--- src/rtl/i2c_pkg.sv ---
// Shared types and constants for the I2C slave write receiver.
// Holds the FSM state enum, the byte length and the R/W bit encodings.
package i2c_pkg;

  typedef enum logic [2:0] {
    IDLE,
    ADDR,
    ADDR_ACK,
    DATA,
    DATA_ACK,
    WAIT_STOP
  } i2c_rx_state_e;

  localparam int   I2C_BYTE_BITS = 8;
  localparam logic I2C_RW_WRITE  = 1'b0;
  localparam logic I2C_RW_READ   = 1'b1;

endpackage

--- src/rtl/i2c_line_sync.sv ---
// Two-flop synchronisers for scl/sda plus a third flop for edge detection.
// Ports: clk, rst, scl, sda in; scl_rise, scl_fall, start_det, stop_det, sda_s out.
module i2c_line_sync (
  input  logic clk,
  input  logic rst,
  input  logic scl,
  input  logic sda,
  output logic scl_rise,
  output logic scl_fall,
  output logic start_det,
  output logic stop_det,
  output logic sda_s
);

  // bit0 = first sync flop, bit1 = synced value, bit2 = previous value
  logic [2:0] scl_q, scl_d;
  logic [2:0] sda_q, sda_d;

  always_comb begin
    scl_d = {scl_q[1:0], scl};
    sda_d = {sda_q[1:0], sda};
  end

  // Idle bus is high, so resetting to 1 avoids spurious edges.
  always_ff @(posedge clk or posedge rst) begin
    if (rst) begin
      scl_q <= 3'b111;
      sda_q <= 3'b111;
    end else begin
      scl_q <= scl_d;
      sda_q <= sda_d;
    end
  end

  logic scl_hi;
  assign scl_hi    = scl_q[1] & scl_q[2];
  assign scl_rise  = scl_q[1] & ~scl_q[2];
  assign scl_fall  = ~scl_q[1] & scl_q[2];
  assign start_det = scl_hi & sda_q[2] & ~sda_q[1];
  assign stop_det  = scl_hi & ~sda_q[2] & sda_q[1];
  assign sda_s     = sda_q[1];

endmodule

--- src/rtl/i2c_slave_receiver.sv ---
// Write-only I2C slave: address match, ACK/NACK, byte strobe to consumer.
// Ports: scl/slavesda in, sda_pull/ack/data_out/data_valid/addr_match/busy out, rx_ready in.
module i2c_slave_receiver
  import i2c_pkg::*;
#(
  parameter int                   DATAWIDTH  = 8,
  parameter int                   ADDRWIDTH  = 7,
  parameter logic [ADDRWIDTH-1:0] SLAVE_ADDR = 7'h50
) (
  input  logic                 clk,
  input  logic                 rst,
  input  logic                 scl,
  input  logic                 slavesda,
  output logic                 sda_pull,
  output logic                 ack,
  output logic [DATAWIDTH-1:0] data_out,
  output logic                 data_valid,
  input  logic                 rx_ready,
  output logic                 addr_match,
  output logic                 busy
);

  localparam logic [2:0] LAST_BIT = 3'(I2C_BYTE_BITS - 1);

  logic scl_rise, scl_fall, start_det, stop_det, sda_s;

  i2c_line_sync u_sync (
    .clk       (clk),
    .rst       (rst),
    .scl       (scl),
    .sda       (slavesda),
    .scl_rise  (scl_rise),
    .scl_fall  (scl_fall),
    .start_det (start_det),
    .stop_det  (stop_det),
    .sda_s     (sda_s)
  );

  i2c_rx_state_e        state_q, state_d;
  logic [2:0]           cnt_q, cnt_d;
  logic [DATAWIDTH-2:0] shift_q, shift_d;
  logic                 pull_q, pull_d;
  logic                 ack_q, ack_d;
  logic [DATAWIDTH-1:0] dout_q, dout_d;
  logic                 dv_q, dv_d;
  logic                 match_q, match_d;
  logic                 busy_q, busy_d;
  // phase: 0 = waiting for the fall that starts the ACK slot,
  //        1 = waiting for the fall that ends it
  logic                 phase_q, phase_d;
  logic                 nack_q, nack_d;

  logic [DATAWIDTH-1:0] rx_byte;
  logic                 addr_ok;

  assign rx_byte = {shift_q, sda_s};
  assign addr_ok = (rx_byte[DATAWIDTH-1 -: ADDRWIDTH] == SLAVE_ADDR)
                && (rx_byte[0] != I2C_RW_READ);

  always_comb begin
    state_d = state_q;
    cnt_d   = cnt_q;
    shift_d = shift_q;
    pull_d  = pull_q;
    ack_d   = 1'b0;
    dout_d  = dout_q;
    dv_d    = 1'b0;
    match_d = match_q;
    busy_d  = busy_q;
    phase_d = phase_q;
    nack_d  = nack_q;

    if (stop_det) begin
      state_d = IDLE;
      cnt_d   = '0;
      pull_d  = 1'b0;
      match_d = 1'b0;
      busy_d  = 1'b0;
      phase_d = 1'b0;
    end else if (start_det) begin
      state_d = ADDR;
      cnt_d   = '0;
      pull_d  = 1'b0;
      match_d = 1'b0;
      busy_d  = 1'b1;
      phase_d = 1'b0;
    end else begin
      unique case (state_q)
        IDLE: ;
        ADDR: begin
          if (scl_rise) begin
            shift_d = rx_byte[DATAWIDTH-2:0];
            cnt_d   = cnt_q + 3'd1;
            if (cnt_q == LAST_BIT) begin
              cnt_d   = '0;
              nack_d  = 1'b0;
              phase_d = 1'b0;
              state_d = addr_ok ? ADDR_ACK : WAIT_STOP;
            end
          end
        end
        DATA: begin
          if (scl_rise) begin
            shift_d = rx_byte[DATAWIDTH-2:0];
            cnt_d   = cnt_q + 3'd1;
            if (cnt_q == LAST_BIT) begin
              cnt_d   = '0;
              phase_d = 1'b0;
              state_d = DATA_ACK;
              nack_d  = ~rx_ready;
              if (rx_ready) begin
                dout_d = rx_byte;
                dv_d   = 1'b1;
              end
            end
          end
        end
        ADDR_ACK, DATA_ACK: begin
          if (scl_fall) begin
            if (!phase_q) begin
              phase_d = 1'b1;
              if (!nack_q) begin
                pull_d = 1'b1;
                ack_d  = 1'b1;
              end
            end else begin
              phase_d = 1'b0;
              pull_d  = 1'b0;
              if (state_q == ADDR_ACK) begin
                match_d = 1'b1;
                state_d = DATA;
              end else begin
                state_d = nack_q ? WAIT_STOP : DATA;
              end
            end
          end
        end
        WAIT_STOP: pull_d = 1'b0;
        default:   state_d = IDLE;
      endcase
    end
  end

  always_ff @(posedge clk or posedge rst) begin
    if (rst) begin
      state_q <= IDLE;
      cnt_q   <= '0;
      shift_q <= '0;
      pull_q  <= 1'b0;
      ack_q   <= 1'b0;
      dout_q  <= '0;
      dv_q    <= 1'b0;
      match_q <= 1'b0;
      busy_q  <= 1'b0;
      phase_q <= 1'b0;
      nack_q  <= 1'b0;
    end else begin
      state_q <= state_d;
      cnt_q   <= cnt_d;
      shift_q <= shift_d;
      pull_q  <= pull_d;
      ack_q   <= ack_d;
      dout_q  <= dout_d;
      dv_q    <= dv_d;
      match_q <= match_d;
      busy_q  <= busy_d;
      phase_q <= phase_d;
      nack_q  <= nack_d;
    end
  end

  assign sda_pull   = pull_q;
  assign ack        = ack_q;
  assign data_out   = dout_q;
  assign data_valid = dv_q;
  assign addr_match = match_q;
  assign busy       = busy_q;

endmodule

--- config.mk ---
export PLATFORM = sky130hd
export DESIGN_NAME = i2c_slave_receiver
export DESIGN_NICKNAME = d
export VERILOG_FILES = /design/src/rtl/i2c_pkg.sv /design/src/rtl/i2c_line_sync.sv /design/src/rtl/i2c_slave_receiver.sv
export SDC_FILE = /design/constraint.sdc
export NUM_CORES = 1
export LEC_CHECK = 0
export CORE_MARGIN = 3
export CORE_UTILIZATION = 50
export CTS_CLUSTER_SIZE = 10
export DETAILED_ROUTE_END_ITERATION = 10
export DONT_BUFFER_PORTS = 1
export SLEW_MARGIN = 10
export SYNTH_ARGS = -nofsm -noshare
export SYNTH_HDL_FRONTEND = slang
export SYNTH_HIERARCHICAL = 1
export SYNTH_SLANG_ARGS = --single-unit
export TNS_END_PERCENT = 5
--- constraint.sdc ---
create_clock -name clk -period 3.7 [get_ports clk]
set_clock_uncertainty 0.1 [all_clocks]
set_input_delay 0.555 -clock clk [delete_from_list [all_inputs] [get_ports clk]]
set_output_delay 0.555 -clock clk [all_outputs]
set_load 0.1 [all_outputs]
==> flow_metrics.py <==
metrics = {
    "floorplan": {
        "coreArea_um2": 2850,
        "placementRows": 19,
        "die_y_um": 61.6,
        "die-area_um2": 3790,
        "start_util_pct": 54.2,
        "ios": 18,
        "die_w_um": 61.6,
    },
    "hold_path": {
        "hp-start": "scl",
        "hold_path_class": "primary input to register",
    },
    "clocking": {
        "htree_levels": 2,
        "clkLatencyLatePin_ps": 330,
        "clock_path_buffers": 2,
        "cts_hold_buf": 0,
        "clk_pin_slew_ps": 110,
        "cts_root_buf": "clkbuf_4",
        "cts.sinks": 34,
        "cts_tree": "done",
        "numCtsBuffers": 5,
        "ctsResizeCount": 0,
        "cts_setup_buffers": 0,
    },
    "logic_synthesis": {
        "yosysWarnings": 6,
        "syn_area_um2": 1550,
        "synthCells": 122,
        "ys_ff_latch": 34,
        "ys_types": 42,
        "syn_avg_cell_area_um2": 12.7,
        "ys_seq_area_share_pct": 55.5,
        "yosysTopAreaCell": "dfrtp_1",
        "postSynthNetCount": 129,
        "synth_area_leaders": "dfrtp_1 (45%), dfstp_2 (10%), mux2_2 (10%), nor2_1 (3.2%), o2bb2ai_1 (2.3%)",
        "synth_top_area_share_pct": 45.3,
    },
    "finish": {
        "synthToLayoutAreaGrowth_pct": 4.86,
        "n_fill_cell": 245,
        "drive_above_1_share_pct": 26.2,
        "diodes": 0,
        "stdcell_area_um2": 1620,
        "fin_nets": 132,
        "final_cells": 157,
    },
    "timing": {
        "worst_pin_slew_ps": 1020,
        "finalCriticalPeriod_ps": 2240,
        "rsz0062_at_grt": "false",
        "slew_violations": 0,
        "finalCritPeriodShare_pct": 60.6,
        "fmax_mhz": 446,
        "hold_violations": 0,
        "finalSetupViolations": 0,
        "max_slew_margin_pct": 31.8,
        "tns_ps": 0,
    },
    "drt": {
        "ant_nets": 0,
        "vias": 900,
        "viasPerCell": 5.73,
        "wl_um": 2530,
        "wl_per_cell_um": 16.1,
        "dr.pass1.iters": 4,
        "route.detailed.drc": 0,
        "drtIter0Drc": 40,
    },
    "grt": {
        "grt_pass1_wl_um": 4400,
        "grtUsageTotal_pct": 16.6,
        "grt_overflow": 0,
        "antenna_found_initial": 0,
        "first_global_vias": 906,
        "grt_start_max_net_pins": 29,
    },
    "worst_setup_path": {
        "start_kind": "register",
        "path_max_fanout": 9,
        "reg2reg_slack_ps": 1460,
        "critical_path_class": "register to register",
        "r2r-end": "data_out[7]",
        "crit_start": "u_sync/sda_q[1]",
        "cp-endpoint": "data_out[7]",
        "crit_arrival_ps": 2370,
        "crit_path_end_kind": "register",
        "rr_startpoint": "u_sync/sda_q[1]",
        "cp.required_ps": 3830,
        "r2r_cells": 5,
    },
    "place": {
        "place.gp.congestion": 0.812,
        "placed_area_um2": 1560,
        "port_buffers": 0,
        "dp.cells": 149,
        "dp_hpwl_um": 1800,
    },
    "pwr": {
        "power.leakage_nw": 0.777,
        "powerDensity_nw_per_um2": 535,
        "ir_worst_vdd_mv": 0.346,
    },
    "flow_run": {
        "cap_violations": 0,
    },
    "run_status": {
        "status": "completed",
    },
}
[cell usage in the layout, fill, tap and decap left out, drive strengths merged, types with 2 or more instances in the layout]
cell / synthesis / final
a21oi: 3 / 3
a21o: 2 / 2
nor4b: 2 / 2
mux2: 15 / 15
ha: 2 / 2
nand2b: 4 / 4
dfstp: 6 / 6
dfrtp: 28 / 28
o21ai: 2 / 2
o21a: 2 / 2
clkbuf: 1 / 6
o2bb2ai: 4 / 4
inv: 7 / 7
and4b: 2 / 2
nor2b: 2 / 2
nand2: 4 / 4
nor2: 14 / 14
[kinds of logic after synthesis]
family,share of synthesized area [%]
muxes,11.8
and+or+nand+nor,15.8
xor gates and xnor gates,1.13
DFF,55.5
AOI/OAI and AO/OA,9.88
adders and majority gates,2.35
buffers and inverters,3.48
[power by group]
group | total, mW | internal (mW) | switching, mW | leakage (nW)
clock network | 0.218 | 0.0913 | 0.127 | 0.0343
registers | 0.501 | 0.423 | 0.0789 | 0.439
logic | 0.148 | 0.0789 | 0.0691 | 0.304
[stage by stage]
step	util [%]	worst slack [ps]	power, mW	hold WS (ps)
after floorplan	-	1670	0.630	245
after global placement	54.6	1480	0.655	247
after detailed placement	54.6	1440	0.660	247
after CTS	56.8	1420	0.883	86.3
after global routing	56.8	1320	0.932	65.3
final	56.8	1460	0.868	112
[critical path, cell delays in order, from the launching register on]
cell and delay, ps:
dfstp_2 580, and4b_1 240, or2_1 400, nor2_8 250, nand4_4 220, mux2_4 350
[flip-flops by register name, indices dropped and copies added (netlist names), 3 cells and up]
name          cells
cnt_q             3
u_sync/sda_q      3
data_out          8
state_q           3
u_sync/scl_q      3
shift_q           7
[worst min path at each step]
stage                                  to  slack (ps)  cells after the start
after floorplan           u_sync/scl_q[1]         250                      0
after global placement    u_sync/scl_q[1]         250                      0
after detailed placement  u_sync/scl_q[1]         250                      0
after CTS                 u_sync/scl_q[0]          90                      0
after global routing      u_sync/scl_q[0]          70                      0
final                     u_sync/scl_q[0]         110                      0
[layer usage]
layer	track usage [%]	up-vias	part of all wire, %
met5	0	-	0
met4	7.27	0	2.0
met3	7.34	5	7.3
met2	24.1	19	45
met1	21.4	435	45
li1	-	441	-
[synthesized netlist by cell type, drive strengths merged]
cell type  number
maj3            1
buf             3
mux2           15
o21ai           2
a2111o          1
o2bb2ai         4
mux2i           1
a21oi           3
o31ai           1
nor4b           2
nand2b          4
dfrtp          28
xor2            1
and3            1
o32a            1
o41ai           1
a21o            2
a221oi          1
nand3b          1
nand4b          1
and4b           2
clkbuf          1
nor4            1
a211oi          1
dfstp           6
nor2b           2
xnor2           1
nand2           4
inv             7
o21a            2
nand4           1
o311ai          1
nor2           14
or2             1
nor3b           1
ha              2
and3b           1
[layout make-up]
class / count / area, µm² / share of cell area, %
clock inverters: 2 / 12.5 / 0.772
clock buffers: 6 / 51.3 / 3.17
well taps: 31 / 38.8 / 2.39
inverters: 7 / 26.3 / 1.62
flip-flops and latches: 34 / 858 / 53.0
multi-input cells: 77 / 633 / 39.1
Note: power is estimated with default switching activity, not from simulation.
